===== src/rtl/cpu_types_pkg.sv =====
// Shared CPU datapath types: machine word and the memory-stage FSM encoding.
package cpu_types_pkg;

    localparam int DATA_W = 32;

    typedef logic [DATA_W-1:0] word_t;

    typedef enum logic [1:0] {
        IDLE   = 2'd0,
        ACCESS = 2'd1,
        DONE   = 2'd2
    } memstate_t;

endpackage


===== src/rtl/mem_access_if.sv =====
// Data-cache request/response bus between the MEM stage (master) and the cache (slave).
interface mem_access_if;
    import cpu_types_pkg::*;

    logic  dREN;
    logic  dWEN;
    word_t daddr;
    word_t dstore;
    logic  dhit;
    word_t dload;

    modport master (output dREN, dWEN, daddr, dstore, input dhit, dload);
    modport slave  (input dREN, dWEN, daddr, dstore, output dhit, dload);
endinterface


===== src/rtl/mem_access_link_reg.sv =====
// Load-linked reservation register; only instantiated when LLSC_EN is defined.
module link_reg
    import cpu_types_pkg::*;
(
    input  logic  CLK,
    input  logic  nRST,
    input  logic  set,
    input  word_t set_addr,
    input  logic  store_done,
    input  word_t store_addr,
    input  logic  snoop_inv,
    input  word_t snoop_addr,
    output logic  link_valid,
    output word_t link_addr
);

    always_ff @(posedge CLK or negedge nRST) begin
        if (!nRST) begin
            link_valid <= 1'b0;
            link_addr  <= '0;
        end else if (set) begin
            // An invalidate racing the LL completion for the same line kills the new link.
            link_valid <= !(snoop_inv && snoop_addr == set_addr);
            link_addr  <= set_addr;
        end else if ((store_done && store_addr == link_addr) ||
                     (snoop_inv && snoop_addr == link_addr)) begin
            link_valid <= 1'b0;
        end
    end

endmodule


===== src/rtl/mem_access.sv =====
// MEM stage data-cache sequencer (IDLE -> ACCESS -> DONE) with pipeline stall control.
// Define LLSC_EN to add load-linked/store-conditional support and the snoop ports.
module mem_access
    import cpu_types_pkg::*;
(
    input  logic         CLK,
    input  logic         nRST,
    input  logic         ex_valid,
    input  logic         ex_memRead,
    input  logic         ex_memWrite,
    input  word_t        ex_addr,
    input  word_t        ex_storeData,
    mem_access_if.master dbus,
    output logic         wb_writeEN,
    output word_t        wb_dmemload,
    output logic         stall_up,
    output logic         protocol_err
`ifdef LLSC_EN
    ,
    input  logic         ex_ll,
    input  logic         ex_sc,
    input  logic         ccinv,
    input  word_t        ccsnoopaddr,
    output logic         wb_scResult
`endif
);

    memstate_t state, next_state;
    logic      mem_req;
    logic      both_req;
    logic      req_wr;
    logic      op_wr;
    logic      dren, dwen;
    word_t     daddr_q, dstore_q;

`ifdef LLSC_EN
    logic  op_ll, op_sc;
    logic  sc_ok;
    logic  link_valid;
    word_t link_addr;
    logic  link_set, link_store;
`endif

    // A failing SC never reaches the cache; it retires from IDLE like an ALU op.
    always_comb begin
        mem_req  = ex_valid && (ex_memRead || ex_memWrite);
        both_req = ex_valid && ex_memRead && ex_memWrite;
        req_wr   = ex_memWrite;
`ifdef LLSC_EN
        sc_ok = link_valid && (link_addr == ex_addr) &&
                !(ccinv && ccsnoopaddr == link_addr);
        if (ex_valid && ex_ll) mem_req = 1'b1;
        if (ex_valid && ex_sc) begin
            mem_req = sc_ok;
            req_wr  = 1'b1;
        end
        if (!mem_req) both_req = 1'b0;
`endif
    end

    always_ff @(posedge CLK or negedge nRST) begin
        if (!nRST) state <= IDLE;
        else       state <= next_state;
    end

    always_comb begin
        next_state = state;
        unique case (state)
            IDLE:    if (mem_req)   next_state = ACCESS;
            ACCESS:  if (dbus.dhit) next_state = DONE;
            DONE:                   next_state = IDLE;
            default:                next_state = IDLE;
        endcase
    end

    always_comb begin
        dren       = 1'b0;
        dwen       = 1'b0;
        stall_up   = 1'b0;
        wb_writeEN = 1'b0;
        unique case (state)
            IDLE: begin
                stall_up   = mem_req;
                wb_writeEN = !mem_req;
            end
            ACCESS: begin
                dren     = !op_wr;
                dwen     = op_wr;
                stall_up = 1'b1;
            end
            DONE:    wb_writeEN = 1'b1;
            default: ;
        endcase
    end

    // Request latch on acceptance, load capture on completion.
    always_ff @(posedge CLK or negedge nRST) begin
        if (!nRST) begin
            daddr_q      <= '0;
            dstore_q     <= '0;
            op_wr        <= 1'b0;
            wb_dmemload  <= '0;
            protocol_err <= 1'b0;
        end else begin
            if (state == IDLE && mem_req) begin
                daddr_q  <= ex_addr;
                dstore_q <= ex_storeData;
                op_wr    <= req_wr;
                if (both_req) protocol_err <= 1'b1;
            end
            if (state == ACCESS && dbus.dhit && !op_wr) wb_dmemload <= dbus.dload;
        end
    end

    assign dbus.dREN   = dren;
    assign dbus.dWEN   = dwen;
    assign dbus.daddr  = daddr_q;
    assign dbus.dstore = dstore_q;

`ifdef LLSC_EN
    always_ff @(posedge CLK or negedge nRST) begin
        if (!nRST) begin
            op_ll <= 1'b0;
            op_sc <= 1'b0;
        end else if (state == IDLE && mem_req) begin
            op_ll <= ex_ll;
            op_sc <= ex_sc;
        end
    end

    assign link_set    = (state == DONE) && op_ll;
    assign link_store  = (state == DONE) && op_wr;
    assign wb_scResult = (state == DONE) && op_sc;

    link_reg u_link_reg (
        .CLK        (CLK),
        .nRST       (nRST),
        .set        (link_set),
        .set_addr   (daddr_q),
        .store_done (link_store),
        .store_addr (daddr_q),
        .snoop_inv  (ccinv),
        .snoop_addr (ccsnoopaddr),
        .link_valid (link_valid),
        .link_addr  (link_addr)
    );
`endif

endmodule


===== src/flat_wrapper.sv =====
// flat-port wrapper written by rule: the top's interface ports become plain ports
module mem_access_flat import cpu_types_pkg::*;
  (CLK, nRST, ex_valid, ex_memRead, ex_memWrite, ex_addr, ex_storeData, wb_writeEN, wb_dmemload, stall_up, protocol_err, dbus_dREN, dbus_dWEN, dbus_daddr, dbus_dstore, dbus_dhit, dbus_dload);
  mem_access_if dbus_i ();
  input  logic CLK;
  input  logic nRST;
  input  logic ex_valid;
  input  logic ex_memRead;
  input  logic ex_memWrite;
  input  word_t ex_addr;
  input  word_t ex_storeData;
  output logic wb_writeEN;
  output word_t wb_dmemload;
  output logic stall_up;
  output logic protocol_err;
  output wire logic [$bits(dbus_i.dREN)-1:0] dbus_dREN;
  output wire logic [$bits(dbus_i.dWEN)-1:0] dbus_dWEN;
  output wire logic [$bits(dbus_i.daddr)-1:0] dbus_daddr;
  output wire logic [$bits(dbus_i.dstore)-1:0] dbus_dstore;
  input wire logic [$bits(dbus_i.dhit)-1:0] dbus_dhit;
  input wire logic [$bits(dbus_i.dload)-1:0] dbus_dload;
  assign dbus_dREN = dbus_i.dREN;
  assign dbus_dWEN = dbus_i.dWEN;
  assign dbus_daddr = dbus_i.daddr;
  assign dbus_dstore = dbus_i.dstore;
  assign dbus_i.dhit = dbus_dhit;
  assign dbus_i.dload = dbus_dload;
  mem_access u_core (.CLK(CLK), .nRST(nRST), .ex_valid(ex_valid), .ex_memRead(ex_memRead), .ex_memWrite(ex_memWrite), .ex_addr(ex_addr), .ex_storeData(ex_storeData), .dbus(dbus_i), .wb_writeEN(wb_writeEN), .wb_dmemload(wb_dmemload), .stall_up(stall_up), .protocol_err(protocol_err));
endmodule

===== config.mk =====
export PLATFORM = sky130hd
export DESIGN_NAME = mem_access_flat
export DESIGN_NICKNAME = d
export VERILOG_FILES = /design/src/rtl/cpu_types_pkg.sv /design/src/rtl/mem_access_if.sv /design/src/rtl/mem_access_link_reg.sv /design/src/rtl/mem_access.sv /design/src/flat_wrapper.sv
export SDC_FILE = /design/constraint.sdc
export NUM_CORES = 1
export LEC_CHECK = 0
export BUFFER_PORTS_ARGS = -buffer_cell sky130_fd_sc_hd__buf_2
export CAP_MARGIN = 40
export CORE_ASPECT_RATIO = 1.5
export CORE_MARGIN = 4
export CORE_UTILIZATION = 50
export DETAILED_ROUTE_END_ITERATION = 8
export PLACE_DENSITY = 0.92
export SYNTH_ARGS = -nofsm -noshare
export SYNTH_HDL_FRONTEND = slang
export SYNTH_HIERARCHICAL = 1
export SYNTH_SLANG_ARGS = --single-unit

===== constraint.sdc =====
create_clock -name CLK -period 2.3 [get_ports CLK]
set_input_delay 0.115 -clock CLK [delete_from_list [all_inputs] [get_ports CLK]]
set_output_delay 0.115 -clock CLK [all_outputs]
set_load 0.01 [all_outputs]

* Word level (Yosys, flattened, before mapping) *
Index checks and enable logic that the tools add are counted.
Widths: inputs -> output; s select.

word-level totals
  bits in read-only memories = 0
  bits in latches = 0
  input port bits = 102
  register bits = 100
  bits in writable memories = 0
  output and inout bits = 101
  memories = 0

cells by class
  div/mod/pow operators = 0
  multiplexer cells = 7
  bitwise gates (word level) = 0
  $mul = 0
  equality and inequality tests = 4
  shifts and indexed selects = 0
  add/sub/neg operators = 0
  reduce and logical (&&, ||, !) cells = 12
  magnitude comparators = 0

operators with widths
  cell                count
  $logic_and 1x1->1   6
  $mux 2              2
  $pmux 1 s2          2
  $pmux 2 s2          1
  $reduce_and 2->1    2
  $eq 2x1->1 const B  1
  $eq 2x2->1 const B  1
  $logic_not 1->1     2
  $logic_not 2->1     1
  $mux 1              2
  $ne 2x1->1 const B  1
  $ne 2x2->1 const B  1
  $logic_or 1x1->1    1

* Logic depth before layout (Yosys ltp) *
Gate-level depths: netlist of run 1.

  word-level depth = 4
  gate-level depth with buffers = 5
  gate-level depth less buffers = 3

* Least setup slack after synthesis of run 1 *
No wires, ideal clock.

  kind = register -> register
  start = reg u_core.state[0]
  end = reg u_core.daddr_q[0] (netlist: u_core/dbus.daddr[0])
  stages on the path, launching flop included = 6
  buffers on the path = 2
  setup slack = 0.757 ns
  library setup time = 0.125 ns
  required time = 2.175 ns
  arrival = 1.418 ns
  cell sequence = dfrtp_1 -> nor3b_2 -> and2_4 -> buf_12 -> buf_12 -> mux2_4

between the ends
  cells in the longest elaborated chain, start to end = 2

RTL lines
  element                 line               source
  start, declared         mem_access.sv:28   memstate_t state, next_state;
  start signal, assigned  mem_access.sv:63   else state <= next_state;
  $logic_not 2->1         mem_access.sv:105  if (state == IDLE && mem_req) begin
  $logic_and 1x1->1       mem_access.sv:105
  end signal, assigned    mem_access.sv:106  daddr_q <= ex_addr;
  end, declared           mem_access.sv:34   word_t daddr_q, dstore_q;

No other way between the ends.
A chain may end at the register's enable or synchronous reset.

* Final worst setup path of run 1 *
  start = reg u_core.state[0]
  end = reg u_core.dstore_q[3] (netlist: u_core/dbus.dstore[3])

between the ends
  cells in the longest elaborated chain, start to end = 2

RTL lines
  element               line               source
  $logic_not 2->1       mem_access.sv:105
  $logic_and 1x1->1     mem_access.sv:105
  end signal, assigned  mem_access.sv:107  dstore_q <= ex_storeData;
  end, declared         mem_access.sv:34

No other way between the ends.

==> results.py, run 1 <==
metrics = {
    "clock_network": {
        "cts_made_buffers": 9,
        "cts_max_path_buffers": 2,
        "worst_setup_hold_path_clk_slew_ns": 0.06,
        "cts.repair.resized": 0,
        "h-tree-depth": 3,
        "cts_setup_buffers": 0,
        "postCtsHoldBufs": 9,
        "clock_insertion_delay_worst_skew_ns": 0.33,
        "cts_num_sinks": 100,
        "cts_tree": "yes",
        "clock_tree_root_buffer_cell": "sky130_fd_sc_hd__clkbuf_16",
    },
    "critical_path": {
        "critPathArrivalTime_ns": 2.08,
        "r2r_slack_ns": 0.43,
        "worstSetupStartpoint": "u_core/state[0]$_DFFE_PN0P_",
        "end_kind": "flip-flop",
        "kind_of_critical_path": "flip-flop to flip-flop",
        "timing.rr.end": "u_core/dbus.dstore[3]$_DFFE_PN0P_",
        "startpoint_type": "flip-flop",
        "crit-reg2reg-launch": "u_core/state[0]$_DFFE_PN0P_",
        "reg2regPathDepth": 4,
        "destination_of_the_critical_timing_path": "u_core/dbus.dstore[3]$_DFFE_PN0P_",
        "path_max_fanout": 20,
        "cp.required_ns": 2.51,
    },
    "final_layout": {
        "fin_util_pct": 70.5,
        "final_instance_area_sq_um": 5680,
        "multi_input_comb_area_sq_um": 1490,
        "antenna_cells": 0,
        "share_of_post_route_cells_with_drive_strength_above_1_pct": 72.4,
        "flow.area_growth_from_synthesis_pct": 36.4,
        "fillers": 552,
        "register_area_sq_um": 2500,
        "finalNetCount": 547,
    },
    "grt": {
        "grt_pass1_vias": 3049,
        "globalRouteOverflowTotal": 0,
        "track_usage_pct": 20.0,
        "largest_net_degree_at_the_start_of_global_routing": 53,
        "grt_pass1_wl_microns": 14700,
        "initial_antenna_violation_count": 0,
    },
    "yosys": {
        "synth.net_count": 325,
        "synth.mux.area_fraction_pct": 33.1,
        "part_of_the_yosys_area_used_for_sequential_elements_pct": 60.1,
        "synth.cell_area_sq_um": 4160,
        "synthesized_area_fraction_occupied_by_ao_oa_aoi_and_oai_cells_pct": 0.871,
        "syn-instance-count": 223,
        "synth.top_cells.by_area": "sky130_fd_sc_hd__dfrtp_1, sky130_fd_sc_hd__mux2_4, sky130_fd_sc_hd__mux2_2",
        "synth_area_per_cell_sq_um": 18.7,
        "synthAdderAreaFrac_pct": 0,
        "post-synth-top-area-cell": "sky130_fd_sc_hd__dfrtp_1",
        "dominant_combinational_cell_family_by_area_after_synthesis": "multiplexers",
        "synthesis.yosys.warnings": 6,
        "synth-xor-area-share_pct": 0,
        "synth_simple_gate_area_share_pct": 1.71,
        "postSynthRegisterBits": 100,
        "count_of_different_cell_masters_after_synthesis": 20,
        "fraction_of_synthesized_cell_area_taken_by_the_top_area_cell_type_pct": 60.1,
    },
    "power": {
        "internal-power_mw": 4.96,
        "fin_total_pwr_mw": 7.03,
        "netSwitchingFraction_pct": 29.4,
        "power.clock.fraction_pct": 22.7,
        "power.static_leakage_nw": 2.92,
        "p_comb_share_pct": 36.3,
        "power.share.sequential_pct": 41.0,
        "ir_worst_vdd_mv": 0.621,
        "p_switching_mw": 2.07,
        "power_per_cell_area_nw_per_um2": 1240,
    },
    "floorplan": {
        "coreArea_sq_um": 8060,
        "ioPinCount": 203,
        "height_of_the_chip_microns": 120,
        "floorplan.initialDensity_pct": 51.7,
        "floorplan.rows": 40,
        "fp.dieW_microns": 82.5,
        "die-area_sq_um": 9880,
    },
    "job": {
        "max_cap_violations": 0,
    },
    "detailed_routing": {
        "detail_route.vias_per_cell": 4.84,
        "route.detailed.wl_per_inst_microns": 17.9,
        "num_vias": 2680,
        "drc_violations_left": 0,
        "drt-initial-drc-count": 97,
        "antenna_violating_nets_post_route": 0,
        "routed_wirelength_microns": 9900,
        "drt_pre_antenna_iters": 6,
    },
    "timing": {
        "setup_viol": 0,
        "drv_slew": 0,
        "layout_worst_path_cycle_share_pct": 81.2,
        "rsz0062_at_grt": "false",
        "relSlewSlack_pct": 57.1,
        "finalHoldViolCount": 0,
        "fmax_mhz": 535,
        "totalNegativeSetupSlack_ns": 0,
        "worst-slew-pin-transition_ns": 0.644,
        "timing.final.crit_period_ns": 1.87,
        "whs_ns": 0.0128,
        "skew_ns": 0.00686,
    },
    "outcome": {
        "run_status": "finished clean",
    },
    "placement": {
        "place_congestion": 0.790,
        "detailed_placement_wirelength_estimate_microns": 7390,
        "placed_cell_area_sq_um": 5230,
        "port_buffers": 202,
    },
    "hold_path": {
        "min_path_type": "primary input to flip-flop",
    },
}
==> state kept, by name, indices dropped and copies added (netlist names) <==
signal and cells:
u_core/dbus.daddr 32, u_core/dbus.dstore 32, u_core/wb_dmemload 32, u_core/state 2
u_core/op_wr 1, u_core/protocol_err 1
==> layer usage <==
metal  GRT usage (%)  share of wire [%]
met2            37.3                 56
met4            7.16                2.2
met5               0                  0
met1            20.4                 35
met3            5.41                6.5
==> synth_stat cells (all sizes together) <==
library cell  number
nor3b              1
inv                1
dfrtp            100
buf               11
and2               1
or2                1
a21oi              1
a31o               1
mux2              96
nand2              2
and3b              1
o21bai             1
a22o               1
a31oi              1
nor2               2
and3               1
nor2b              1
==> area by class of cell <==
type / count / area share [%]
clock buffers: 11 / 4.45
clock inverters: 4 / 1.28
inverters: 1 / 0.0661
multi-input cells: 111 / 26.2
flip-flops and latches: 100 / 44.1
well taps: 105 / 2.31
repair buffers: 222 / 21.7
==> cells in the final DEF (no fill, tap or decap), types with 2 or more instances in the layout <==
cell type,count
sky130_fd_sc_hd__buf_12,3
sky130_fd_sc_hd__buf_2,201
sky130_fd_sc_hd__buf_4,6
sky130_fd_sc_hd__bufinv_16,2
sky130_fd_sc_hd__clkbuf_16,9
sky130_fd_sc_hd__clkbuf_8,2
sky130_fd_sc_hd__dfrtp_1,100
sky130_fd_sc_hd__dlygate4sd3_1,12
sky130_fd_sc_hd__mux2_2,17
sky130_fd_sc_hd__mux2_4,79
sky130_fd_sc_hd__nand2_1,2
sky130_fd_sc_hd__nor2_1,2
==> cell families after synthesis <==
| logic type | Yosys count |
|---|---|
| flops | 100 |
| mux | 96 |
| buf+inv | 12 |
| simple gates | 10 |
| compound gates | 5 |
==> how the worst min path moves through the flow <==
stage,start,end,slack [ns],cells after the start
floorplan,nRST,u_core/dbus.daddr[0]$_DFFE_PN0P_,-0.18,0
global placement,nRST,u_core/dbus.dstore[21]$_DFFE_PN0P_,0.17,1
detailed placement,nRST,u_core/dbus.dstore[15]$_DFFE_PN0P_,0.18,1
CTS,ex_storeData[30],u_core/dbus.dstore[30]$_DFFE_PN0P_,0.000005,2
global route,dbus_dload[8],u_core/wb_dmemload[8]$_DFFE_PN0P_,0.001,2
finish,ex_storeData[30],u_core/dbus.dstore[30]$_DFFE_PN0P_,0.01,2
==> worst max-delay path, cell delays in order, from the launching register on <==
cell and delay, ns:
sky130_fd_sc_hd__dfrtp_1 0.43, sky130_fd_sc_hd__nor3b_2 0.30, sky130_fd_sc_hd__and2_4 0.42, sky130_fd_sc_hd__buf_4 0.25
sky130_fd_sc_hd__mux2_2 0.35
==> metrics by stage <==
stage                     instances  worst slack (ns)
after floorplan                 223             0.757
after global placement          527             0.504
after detailed placement        527             0.423
after CTS                       551             0.423
after global routing            554             0.326
final                           554             0.432
==> power groups by stage <==
| stage | logic (mW) | registers, mW | clock network [mW] |
|---|---|---|---|
| floorplan | 1.22 | 3.19 | 0 |
| global placement | 2.48 | 2.84 | 0 |
| detailed placement | 2.56 | 2.89 | 0 |
| CTS | 2.58 | 2.88 | 1.63 |
| global route | 2.70 | 2.96 | 1.71 |
| finish | 2.55 | 2.88 | 1.59 |
(Power assumes the default switching activity.)
==> run 2: changes to the inputs <==
--- a/config.mk
+++ b/config.mk
@@ -9,9 +9,9 @@
 export CAP_MARGIN = 40
 export CORE_ASPECT_RATIO = 1.5
 export CORE_MARGIN = 4
-export CORE_UTILIZATION = 50
+export CORE_UTILIZATION = 42
 export DETAILED_ROUTE_END_ITERATION = 8
-export PLACE_DENSITY = 0.92
+export PLACE_DENSITY = 0.83
 export SYNTH_ARGS = -nofsm -noshare
 export SYNTH_HDL_FRONTEND = slang
 export SYNTH_HIERARCHICAL = 1
==> constraint.sdc (replaced) <==
create_clock -name CLK -period 1.7 [get_ports CLK]
set_input_delay 0.085 -clock CLK [delete_from_list [all_inputs] [get_ports CLK]]
set_output_delay 0.085 -clock CLK [all_outputs]
set_load 0.01 [all_outputs]
==> run 2 against run 1 <==
  * Die area increased by 17%
  * Routed wire length grew 16%
  * Sequential cell count stayed put
  * Critical path type unchanged
==> results.py, run 2 (synthesis results as in run 1) <==
metrics = {
    "timing": {
        "fmax_mhz": 624,
        "final.setup.worst_slack_ns": 0.0968,
        "totalNegativeSetupSlack_ns": 0,
        "relSlewSlack_pct": 63.7,
        "layout_worst_path_cycle_share_pct": 94.3,
        "rsz0062_at_grt": "false",
        "whs_ns": 0.0244,
        "finalHoldViolCount": 0,
        "worst-slew-pin-transition_ns": 0.545,
        "timing.final.crit_period_ns": 1.60,
        "drv_slew": 0,
        "setup_viol": 0,
        "skew_ns": 0.00703,
    },
    "detailed_routing": {
        "routed_wirelength_microns": 11500,
        "route.detailed.wl_per_inst_microns": 17.6,
        "drc_violations_left": 0,
        "drt_pre_antenna_iters": 4,
        "detail_route.vias_per_cell": 4.68,
        "drt-initial-drc-count": 78,
        "num_vias": 3055,
        "antenna_violating_nets_post_route": 0,
    },
    "hold_path": {
        "min_path_type": "primary input to flip-flop",
        "worst_hold_startpoint": "ex_memRead",
    },
    "clock_network": {
        "clock_tree_root_buffer_cell": "sky130_fd_sc_hd__clkbuf_16",
        "cts_max_path_buffers": 2,
        "clock_insertion_delay_worst_skew_ns": 0.34,
        "cts.repair.resized": 0,
        "cts_made_buffers": 9,
        "worst_setup_hold_path_clk_slew_ns": 0.07,
        "h-tree-depth": 3,
        "cts_setup_buffers": 0,
        "cts_tree": "yes",
        "cts_num_sinks": 100,
    },
    "critical_path": {
        "cpLargestDelayFamily": "simple AND/OR/NAND/NOR gates",
        "slowest_delay_ns": 0.43,
        "crit_path_cell_trace": "nor3b_2 -> and2_4 -> buf_12 -> mux2_2",
        "worstSetupStartpoint": "u_core/state[0]$_DFFE_PN0P_",
        "cp.required_ns": 1.92,
        "crit-reg2reg-launch": "u_core/state[0]$_DFFE_PN0P_",
        "path_max_fanout": 30,
        "crit_path_top_delay_cell": "sky130_fd_sc_hd__dfrtp_1",
        "number_of_buffer_and_inverter_instances_along_the_worst_setup_path": 1,
        "critPathArrivalTime_ns": 1.83,
        "kind_of_critical_path": "flip-flop to flip-flop",
        "startpoint_type": "flip-flop",
        "end_kind": "flip-flop",
    },
    "grt": {
        "grt_pass1_vias": 3337,
        "globalRouteOverflowTotal": 0,
        "track_usage_pct": 19.5,
        "initial_antenna_violation_count": 0,
        "largest_net_degree_at_the_start_of_global_routing": 53,
        "grt_pass1_wl_microns": 17100,
    },
    "placement": {
        "port_buffers": 202,
        "placed_cell_area_sq_um": 5270,
        "placement.setup.worst_slack_ns": 0.0825,
        "detailed_placement_wirelength_estimate_microns": 7010,
        "place_congestion": 0.748,
    },
    "floorplan": {
        "ioPinCount": 203,
        "height_of_the_chip_microns": 130,
        "floorplan.rows": 44,
        "floorplan.initialDensity_pct": 43.0,
        "fp.dieW_microns": 89.3,
        "die-area_sq_um": 11600,
        "coreArea_sq_um": 9690,
    },
    "final_layout": {
        "mostFrequentLayoutCell": "sky130_fd_sc_hd__buf_2",
        "share_of_post_route_cells_with_drive_strength_above_1_pct": 60.8,
        "most-common-layout-cells": "sky130_fd_sc_hd__buf_2, sky130_fd_sc_hd__dfrtp_1, sky130_fd_sc_hd__dlygate4sd3_1, sky130_fd_sc_hd__mux2_4, sky130_fd_sc_hd__mux2_2",
        "finalNetCount": 635,
        "final_instance_area_sq_um": 6540,
        "fillers": 648,
        "flow.area_growth_from_synthesis_pct": 57.2,
        "antenna_cells": 0,
    },
    "outcome": {
        "run_status": "finished clean",
    },
    "job": {
        "max_cap_violations": 0,
    },
    "power": {
        "fin_total_pwr_mw": 9.49,
        "power_per_cell_area_nw_per_um2": 1450,
        "power.static_leakage_nw": 3.27,
        "ir_worst_vdd_mv": 0.967,
    },
}
run 2: changes by cell type in the layout (fill, tap and decap cells not counted), moves of 2 or more:
cell	delta
sky130_fd_sc_hd__clkinv_4	+3
sky130_fd_sc_hd__dlygate4sd3_1	+87
sky130_fd_sc_hd__clkbuf_8	-2
sky130_fd_sc_hd__bufinv_16	-2
run 2: final timing paths:
path	end	slack [ns]	cells after the start
worst max-delay path	u_core/dbus.dstore[10]$_DFFE_PN0P_	0.1	4
worst min-delay path	u_core/protocol_err$_DFFE_PN0P_	0.02	2
worst max register to register	u_core/dbus.dstore[10]$_DFFE_PN0P_	0.1	4
worst min register to register	u_core/protocol_err$_DFFE_PN0P_	0.49	1
max in group asynchronous	u_core/dbus.dstore[14]$_DFFE_PN0P_	0.76	3
min in group asynchronous	u_core/dbus.daddr[8]$_DFFE_PN0P_	0.28	2
run 2: area by class of cell:
class                   count  area (sq um)  area share (%)
inverters                   1          3.75          0.0574
clock inverters             7          61.3           0.937
repair buffers            310          2120            32.4
flip-flops and latches    100          2500            38.2
well taps                 115           144            2.20
multi-input cells         111          1490            22.7
clock buffers               9           225            3.44
run 2: metal layers:
layer  global-route usage (%)  share of wire, %  vias to the layer above
li1                         -                 -                     1405
met1                     21.0                35                     1502
met2                     36.1                56                      130
met3                     5.12               7.1                       18
met4                     6.84               1.9                        0
met5                        0                 0                        -
run 2: stage by stage:
step	utilization (%)	std cells
finish	67.5	653
global route	67.5	653
CTS	67.4	652
detailed placement	54.4	538
global placement	54.4	538
floorplan	-	223
run 2: report_power, final:
part	switching [mW]	leakage [nW]	total, mW	internal [mW]
Clock	0.912	0.134	1.93	1.02
Sequential	0.564	1.18	3.89	3.33
Combinational	1.51	1.96	3.67	2.16
Total	2.98	3.27	9.49	6.50
run 2: timing repair:
| action | in CTS | in global routing |
|---|---|---|
| hold endpoints to repair | 136 | 1 |
| hold buffers | 98 | 1 |
| endpoints found under the setup margin | 0 | 2 |
